File: src/rtl/muldiv_unit.sv
// RISC-V M-extension execution unit: MUL/MULH/MULHSU/MULHU/DIV/DIVU/REM/REMU.
// Sign-magnitude datapath with iterative shift-add multiply (or single-cycle) and restoring divide.
module muldiv_unit #(
  parameter int XLEN     = 32,
  parameter int FAST_MUL = 0
) (
  input  logic            clk,
  input  logic            rst,
  input  logic            in_valid,
  output logic            in_ready,
  input  logic [2:0]      in_op,
  input  logic [XLEN-1:0] in_op1,
  input  logic [XLEN-1:0] in_op2,
  input  logic            kill,
  output logic            out_valid,
  input  logic            out_ready,
  output logic [XLEN-1:0] out_result
);

  localparam int CNT_W = $clog2(XLEN);

  localparam logic [2:0] OP_MUL    = 3'd0;
  localparam logic [2:0] OP_MULH   = 3'd1;
  localparam logic [2:0] OP_MULHSU = 3'd2;
  localparam logic [2:0] OP_DIV    = 3'd4;
  localparam logic [2:0] OP_DIVU   = 3'd5;
  localparam logic [2:0] OP_REM    = 3'd6;

  typedef enum logic [1:0] {IDLE, CALC, DONE} state_t;

  state_t           state;
  logic [2:0]       op_q;
  logic             s1_q;
  logic             s2_q;
  logic [CNT_W-1:0] cnt;
  logic [XLEN-1:0]  acc_hi;
  logic [XLEN-1:0]  acc_lo;
  logic [XLEN-1:0]  opb;

  function automatic logic [XLEN-1:0] cond_neg(input logic [XLEN-1:0] v, input logic neg);
    return neg ? -v : v;
  endfunction

  function automatic logic [2*XLEN-1:0] cond_neg_wide(input logic [2*XLEN-1:0] v, input logic neg);
    return neg ? -v : v;
  endfunction

  function automatic logic [XLEN-1:0] mul_select(input logic [2:0] op, input logic [2*XLEN-1:0] p);
    return (op == OP_MUL) ? p[XLEN-1:0] : p[2*XLEN-1:XLEN];
  endfunction

  function automatic logic [XLEN-1:0] div_select(input logic [2:0] op, input logic [XLEN-1:0] q,
                                                 input logic [XLEN-1:0] r, input logic s1,
                                                 input logic s2);
    case (op)
      OP_DIV:  return cond_neg(q, s1 ^ s2);
      OP_DIVU: return q;
      OP_REM:  return cond_neg(r, s1);
      default: return r;
    endcase
  endfunction

  // Accept-side decode: operand signs, magnitudes and the no-iteration cases.
  logic              sign1_used;
  logic              sign2_used;
  logic              s1_in;
  logic              s2_in;
  logic [XLEN-1:0]   mag1_in;
  logic [XLEN-1:0]   mag2_in;
  logic              is_div_in;
  logic              div_ovf;
  logic [2*XLEN-1:0] fast_prod;
  logic              special;
  logic [XLEN-1:0]   special_res;

  assign sign1_used = (in_op == OP_MULH) || (in_op == OP_MULHSU) ||
                      (in_op == OP_DIV)  || (in_op == OP_REM);
  assign sign2_used = (in_op == OP_MULH) || (in_op == OP_DIV) || (in_op == OP_REM);
  assign s1_in      = sign1_used && in_op1[XLEN-1];
  assign s2_in      = sign2_used && in_op2[XLEN-1];
  assign mag1_in    = cond_neg(in_op1, s1_in);
  assign mag2_in    = cond_neg(in_op2, s2_in);
  assign is_div_in  = in_op[2];
  assign div_ovf    = ((in_op == OP_DIV) || (in_op == OP_REM)) &&
                      (in_op1 == {1'b1, {(XLEN-1){1'b0}}}) && (&in_op2);
  assign fast_prod  = {{XLEN{1'b0}}, mag1_in} * {{XLEN{1'b0}}, mag2_in};

  always_comb begin
    special     = 1'b1;
    special_res = '0;
    if (is_div_in && (in_op2 == '0)) begin
      special_res = in_op[1] ? in_op1 : '1;
    end else if (div_ovf) begin
      special_res = in_op[1] ? '0 : in_op1;
    end else if (!is_div_in && (FAST_MUL != 0)) begin
      special_res = mul_select(in_op, cond_neg_wide(fast_prod, s1_in ^ s2_in));
    end else begin
      special = 1'b0;
    end
  end

  // One iteration step: shift-add multiply on {acc_hi, acc_lo}, restoring divide with
  // acc_hi as partial remainder and acc_lo shifting dividend bits out / quotient bits in.
  logic [XLEN:0]   mul_sum;
  logic [XLEN-1:0] mul_hi_nx;
  logic [XLEN-1:0] mul_lo_nx;
  logic [XLEN:0]   div_shift;
  logic [XLEN-1:0] div_diff;
  logic            div_ge;
  logic [XLEN-1:0] div_hi_nx;
  logic [XLEN-1:0] div_lo_nx;
  logic            last_iter;
  logic [XLEN-1:0] calc_res;

  assign mul_sum   = {1'b0, acc_hi} + (acc_lo[0] ? {1'b0, opb} : '0);
  assign mul_hi_nx = mul_sum[XLEN:1];
  assign mul_lo_nx = {mul_sum[0], acc_lo[XLEN-1:1]};

  assign div_shift = {acc_hi, acc_lo[XLEN-1]};
  assign div_ge    = div_shift >= {1'b0, opb};
  // When div_ge holds the true difference is below opb, so the low XLEN bits are exact.
  assign div_diff  = div_shift[XLEN-1:0] - opb;
  assign div_hi_nx = div_ge ? div_diff : div_shift[XLEN-1:0];
  assign div_lo_nx = {acc_lo[XLEN-2:0], div_ge};

  assign last_iter = (cnt == CNT_W'(XLEN-1));
  assign calc_res  = op_q[2] ? div_select(op_q, div_lo_nx, div_hi_nx, s1_q, s2_q)
                             : mul_select(op_q, cond_neg_wide({mul_hi_nx, mul_lo_nx}, s1_q ^ s2_q));

  always_ff @(posedge clk) begin
    if (rst) begin
      state      <= IDLE;
      in_ready   <= 1'b1;
      out_valid  <= 1'b0;
      out_result <= '0;
      op_q       <= '0;
      s1_q       <= 1'b0;
      s2_q       <= 1'b0;
      cnt        <= '0;
      acc_hi     <= '0;
      acc_lo     <= '0;
      opb        <= '0;
    end else begin
      case (state)
        IDLE: begin
          if (!kill && in_valid) begin
            op_q     <= in_op;
            s1_q     <= s1_in;
            s2_q     <= s2_in;
            cnt      <= '0;
            in_ready <= 1'b0;
            if (special) begin
              out_result <= special_res;
              out_valid  <= 1'b1;
              state      <= DONE;
            end else begin
              acc_hi <= '0;
              acc_lo <= mag1_in;
              opb    <= mag2_in;
              state  <= CALC;
            end
          end
        end
        CALC: begin
          if (kill) begin
            state    <= IDLE;
            in_ready <= 1'b1;
          end else begin
            acc_hi <= op_q[2] ? div_hi_nx : mul_hi_nx;
            acc_lo <= op_q[2] ? div_lo_nx : mul_lo_nx;
            cnt    <= cnt + CNT_W'(1);
            if (last_iter) begin
              out_result <= calc_res;
              out_valid  <= 1'b1;
              state      <= DONE;
            end
          end
        end
        DONE: begin
          if (kill || out_ready) begin
            state     <= IDLE;
            out_valid <= 1'b0;
            in_ready  <= 1'b1;
          end
        end
        default: begin
          state    <= IDLE;
          in_ready <= 1'b1;
        end
      endcase
    end
  end

endmodule

File: config.mk
export PLATFORM = sky130hd
export DESIGN_NAME = muldiv_unit
export DESIGN_NICKNAME = d
export VERILOG_FILES = /design/src/rtl/muldiv_unit.sv
export SDC_FILE = /design/constraint.sdc
export NUM_CORES = 1
export LEC_CHECK = 0
export ABC_AREA = 1
export ABC_CLOCK_PERIOD_IN_PS = 3310
export BUFFER_PORTS_ARGS = -buffer_cell sky130_fd_sc_hd__buf_2
export CAP_MARGIN = 30
export CORE_MARGIN = 2
export CORE_UTILIZATION = 32
export CTS_CLUSTER_DIAMETER = 60
export DETAILED_ROUTE_END_ITERATION = 12
export RECOVER_POWER = 25
export SLEW_MARGIN = 15
export SYNTH_ARGS = -nofsm -noshare
export SYNTH_HDL_FRONTEND = slang
export SYNTH_SLANG_ARGS = --single-unit
File: constraint.sdc
create_clock -name clk -period 3.31 [get_ports clk]
set_input_delay 0.662 -clock clk [delete_from_list [all_inputs] [get_ports clk]]
set_output_delay 0.662 -clock clk [all_outputs]
set_load 0.05 [all_outputs]
==> results by group <==
Setup path
  – CP max stage cell: dfxtp_4
  – CP arrival: about 3900 ps
  – Startpoint Class: flip-flop
  – Worst R2R Setup Slack: -160 ps
  – R2r startpoint: acc_lo[0]$_SDFFE_PP0P_
  – Worst Path Max Fanout: 11
  – Critical Path RT: 3710 ps
  – CP dominant cell by count: nand2_4
  – Critical Path End Type: flip-flop
  – CP max stage delay: about 370 ps
  – Critical Path Start: acc_lo[0]$_SDFFE_PP0P_
  – Crit Reg-Reg Endpoint: out_result[22]$_SDFFE_PP0P_
  – R2r worst-path depth: 21
  – CP Depth: 21
  – Top delay family on crit path: simple AND/OR/NAND/NOR gates
  – Setup Crit Path Kind: reg2reg
  – Critical-path cell list: buf_12 -> nand2_1 -> inv_2 -> ha_2 -> nand3_2 -> nand2_4 -> a21oi_2 -> xor2_1 -> buf_4 -> and2_4 -> nand2_4 -> nor3_4 -> nand4_1 -> nand2_4 -> buf_6 -> nand3_2 -> a21oi_4 -> a21oi_2 -> o21ai_2 -> nand2_1 -> a21oi_1
  – Worst path bufs/invs: 4

Floorplan
  – Row cnt: 86
  – Die X: 241 µm
  – Die area: 0.0581 mm²
  – Chip Height: approximately 240 µm
  – Initial core utilization: 0.325
  – Top Ports: 106
  – Core area: 0.0553 mm²

GRT
  – Largest net degree at the start of global routing: between 60 and 70
  – Gr ovfl total: 0
  – Total track usage: 0.305
  – Initial antenna violation count: 2
  – First-pass GRT wire length: 135000 µm
  – Vias in the first global route: ~23000

Clock network
  – Hold Buf Count CTS: 0
  – # H-tree levels: 4
  – Clock buffer depth: 2
  – Clock Latency Late Sink: 480 ps
  – Root buffer cell: clkbuf_16
  – Clk sink count: 142
  – CTS tree: built
  – Reg clk slew, reported paths: approximately 60 ps
  – CTS Buf Count: 17

Timing
  – Slew margin rel.: -0.315
  – Final hold violation count: 0
  – Fmax: 288 MHz
  – Final setup viols: 26
  – Fin. max-slew vios: 34
  – Tightest Pin Transition: 1970 ps
  – Period minus WS final: ~3500 ps
  – Clk_skew: between 10 and 15 ps
  – Final worst slack: -160 ps
  – RSZ-0062 raised after global routing: true
  – Final period utilization: 1.05

Synthesis
  – Register bit count reported by yosys: roughly 140
  – Post-synth top cells: nand2_1 (900), inv_1 (461), a21oi_1 (314)
  – Mapped Nets: 3450
  – Synthesized area: about 0.018 mm²
  – Area leader, netlist: nand2_1
  – Yosys Warn Count: 0
  – Register area share after synthesis: 0.158
  – Top cell type's share of synthesized area: 0.188
  – Mean Syn Cell Area: 5.44 µm²
  – Asr flop ratio synth: 0
  – Syn Inst Count: between 3000 and 4000
  – Most common cell in the netlist: nand2_1
  – Post-synth EDFFs: 0
  – Synth area leaders: nand2_1 (19%), dfxtp_1 (16%), inv_1 (9.6%)
  – Post-synth top flop: dfxtp_1
  – Post-synth cell types: 57

Cells and area
  – N_diodes: 0
  – Share of cells above drive strength 1: 0.343
  – Final net count: 4127
  – Non-Filler Instances: ~4700
  – P&R area growth vs syn: 52.1%
  – Fillers: around 5600
  – Fin area: 0.0274 mm²
  – Final core utilization: 0.495

Detailed routing
  – DRC Markers: 0
  – DRT Pass-1 Iters: 6
  – WL per Instance: 19.3 µm
  – Total Wirelength: 91600 µm
  – Post-route ant nets: 0
  – Via count: approximately 25000
  – DR iter-0 viols: 2801
  – Vias per cell: about 5.4

Place
  – Placed Instances: between 4000 and 5000
  – I/O Buffers: 105
  – Post-DP Area: 0.0238 mm²
  – Hpwl dp: 71300 µm
  – Final GP Congestion: 1.05

Hold path
  – Hold Path Origin: out_result[8]$_SDFFE_PP0P_
  – Hold Path Class: reg2reg
  – Worst Hold Depth: 2
  – Worst Hold Path EP: out_result[8]$_SDFFE_PP0P_

Flow run
  – Max-cap violations: 1

Outcome
  – Outcome: finished with violations
  – Failing checks: max-capacitance violations, max-slew violations, negative setup slack

Pwr
  – Peak supply drop: about 0.42 mV
  – Pwr/cell area: 290 mW/mm²
  – Lkg Pwr: 13.5 nW
==> kinds of logic (layout without fill, tap and decap cells) <==
group                      count (synthesis)  count (layout)  synth area share
xor gates and xnor gates                  86              86            0.0419
adders and majority gates                 73              73            0.0516
and+or+nand+nor                         1646            1646             0.392
buffers and inverters                    604            1294             0.129
AOI/OAI and AO/OA                        754             754             0.227
DFF                                      142             142             0.158
==> power by group <==
group	switching, mW	total [mW]	internal, mW	leakage, nW
Sequential	0.0837	1.88	1.80	1.17
Combinational	2.48	4.08	1.60	12.0
Clock	0.867	1.97	1.10	0.279
==> per-layer routing <==
layer | part of all wire | routed length (µm) | vias up | global-route usage
li1 | - | - | 12200 | -
met4 | 0.051 | 4690 | 2 | 0.131
met2 | 0.44 | 40200 | 1352 | 0.480
met5 | 0.00014 | 13 | - | 0
met1 | 0.41 | 37500 | 11700 | 0.401
met3 | 0.10 | 9160 | 275 | 0.0645
==> metrics by stage <==
step	setup TNS [ps]	worst slack (ps)	power, mW	hold WS, ps
after floorplan	0	4.65	3.76	445
after global placement	-7740	-475	5.32	455
after detailed placement	-9290	-573	5.33	452
after CTS	-164	-33.6	7.53	470
after global routing	-7390	-377	8.30	478
final	-1690	-160	7.93	474
==> tightest hold or removal path, stage by stage, from the launching register on <==
cell and delay, ps:
dfxtp_1 310, nand2_1 60, a21oi_1 60
==> state kept, by name (all words and copies together) (netlist names) <==
register,cells
state,2
s1_q,1
opb,32
acc_hi,32
out_result,32
cnt,5
s2_q,1
in_ready,1
out_valid,1
acc_lo,32
op_q,3
==> layout by cell type, fill, tap and decap left out, types with 6 or more instances in the layout <==
| cell type | Yosys | final |
|---|---|---|
| a21oi_1 | 314 | 272 |
| a21oi_2 | 5 | 42 |
| a31oi_1 | 24 | 23 |
| buf_12 | 0 | 13 |
| buf_2 | 22 | 75 |
| buf_4 | 4 | 648 |
| buf_6 | 2 | 17 |
| clkbuf_1 | 94 | 31 |
| clkbuf_16 | 0 | 20 |
| clkinv_2 | 0 | 7 |
| dfxtp_1 | 142 | 103 |
| dfxtp_2 | 0 | 37 |
| ha_1 | 71 | 18 |
| ha_4 | 0 | 52 |
| inv_1 | 461 | 417 |
| inv_2 | 8 | 50 |
| nand2_1 | 900 | 748 |
| nand2_2 | 19 | 134 |
| nand2_4 | 2 | 39 |
| nand3_1 | 231 | 191 |
| nand3_2 | 6 | 41 |
| nand3_4 | 1 | 6 |
| nand3b_1 | 8 | 8 |
| nand4_1 | 51 | 51 |
| nor2_1 | 306 | 245 |
| nor2_2 | 17 | 46 |
| nor2_4 | 9 | 41 |
| nor3_1 | 68 | 52 |
| nor3_2 | 2 | 14 |
| nor4_1 | 11 | 9 |
| o211ai_1 | 34 | 34 |
| o21a_1 | 6 | 6 |
| o21ai_0 | 294 | 262 |
| o21ai_1 | 18 | 28 |
| o21ai_2 | 2 | 20 |
| o22ai_1 | 12 | 12 |
| o311ai_0 | 6 | 6 |
| xnor2_1 | 23 | 19 |
| xor2_1 | 63 | 55 |
==> cell type report <==
class	count	area (µm²)	area share
Tap cell	748	936	0.0342
Clock buffer	17	425	0.0155
Timing Repair Buffer	789	5940	0.217
Clock inverter	15	148	0.00540
Multi-Input combinational cell	2559	15200	0.557
Inverter	473	1780	0.0652
Sequential cell	142	2900	0.106
==> worst max-delay path by stage <==
stage / to / slack [ps]
floorplan: out_result[30]$_SDFFE_PP0P_ / 5
global placement: out_result[22]$_SDFFE_PP0P_ / -480
detailed placement: out_result[22]$_SDFFE_PP0P_ / -570
CTS: out_result[31]$_SDFFE_PP0P_ / -30
global route: out_result[31]$_SDFFE_PP0P_ / -380
finish: out_result[22]$_SDFFE_PP0P_ / -160
==> timing repair <==
action	CTS	global route
setup buffers	25	20
endpoints found under the setup margin	27	32
gates resized for setup	333	315
pin swaps	96	81
cloned	2	3
hold endpoints to repair	0	0
(Power assumes the default switching activity.)
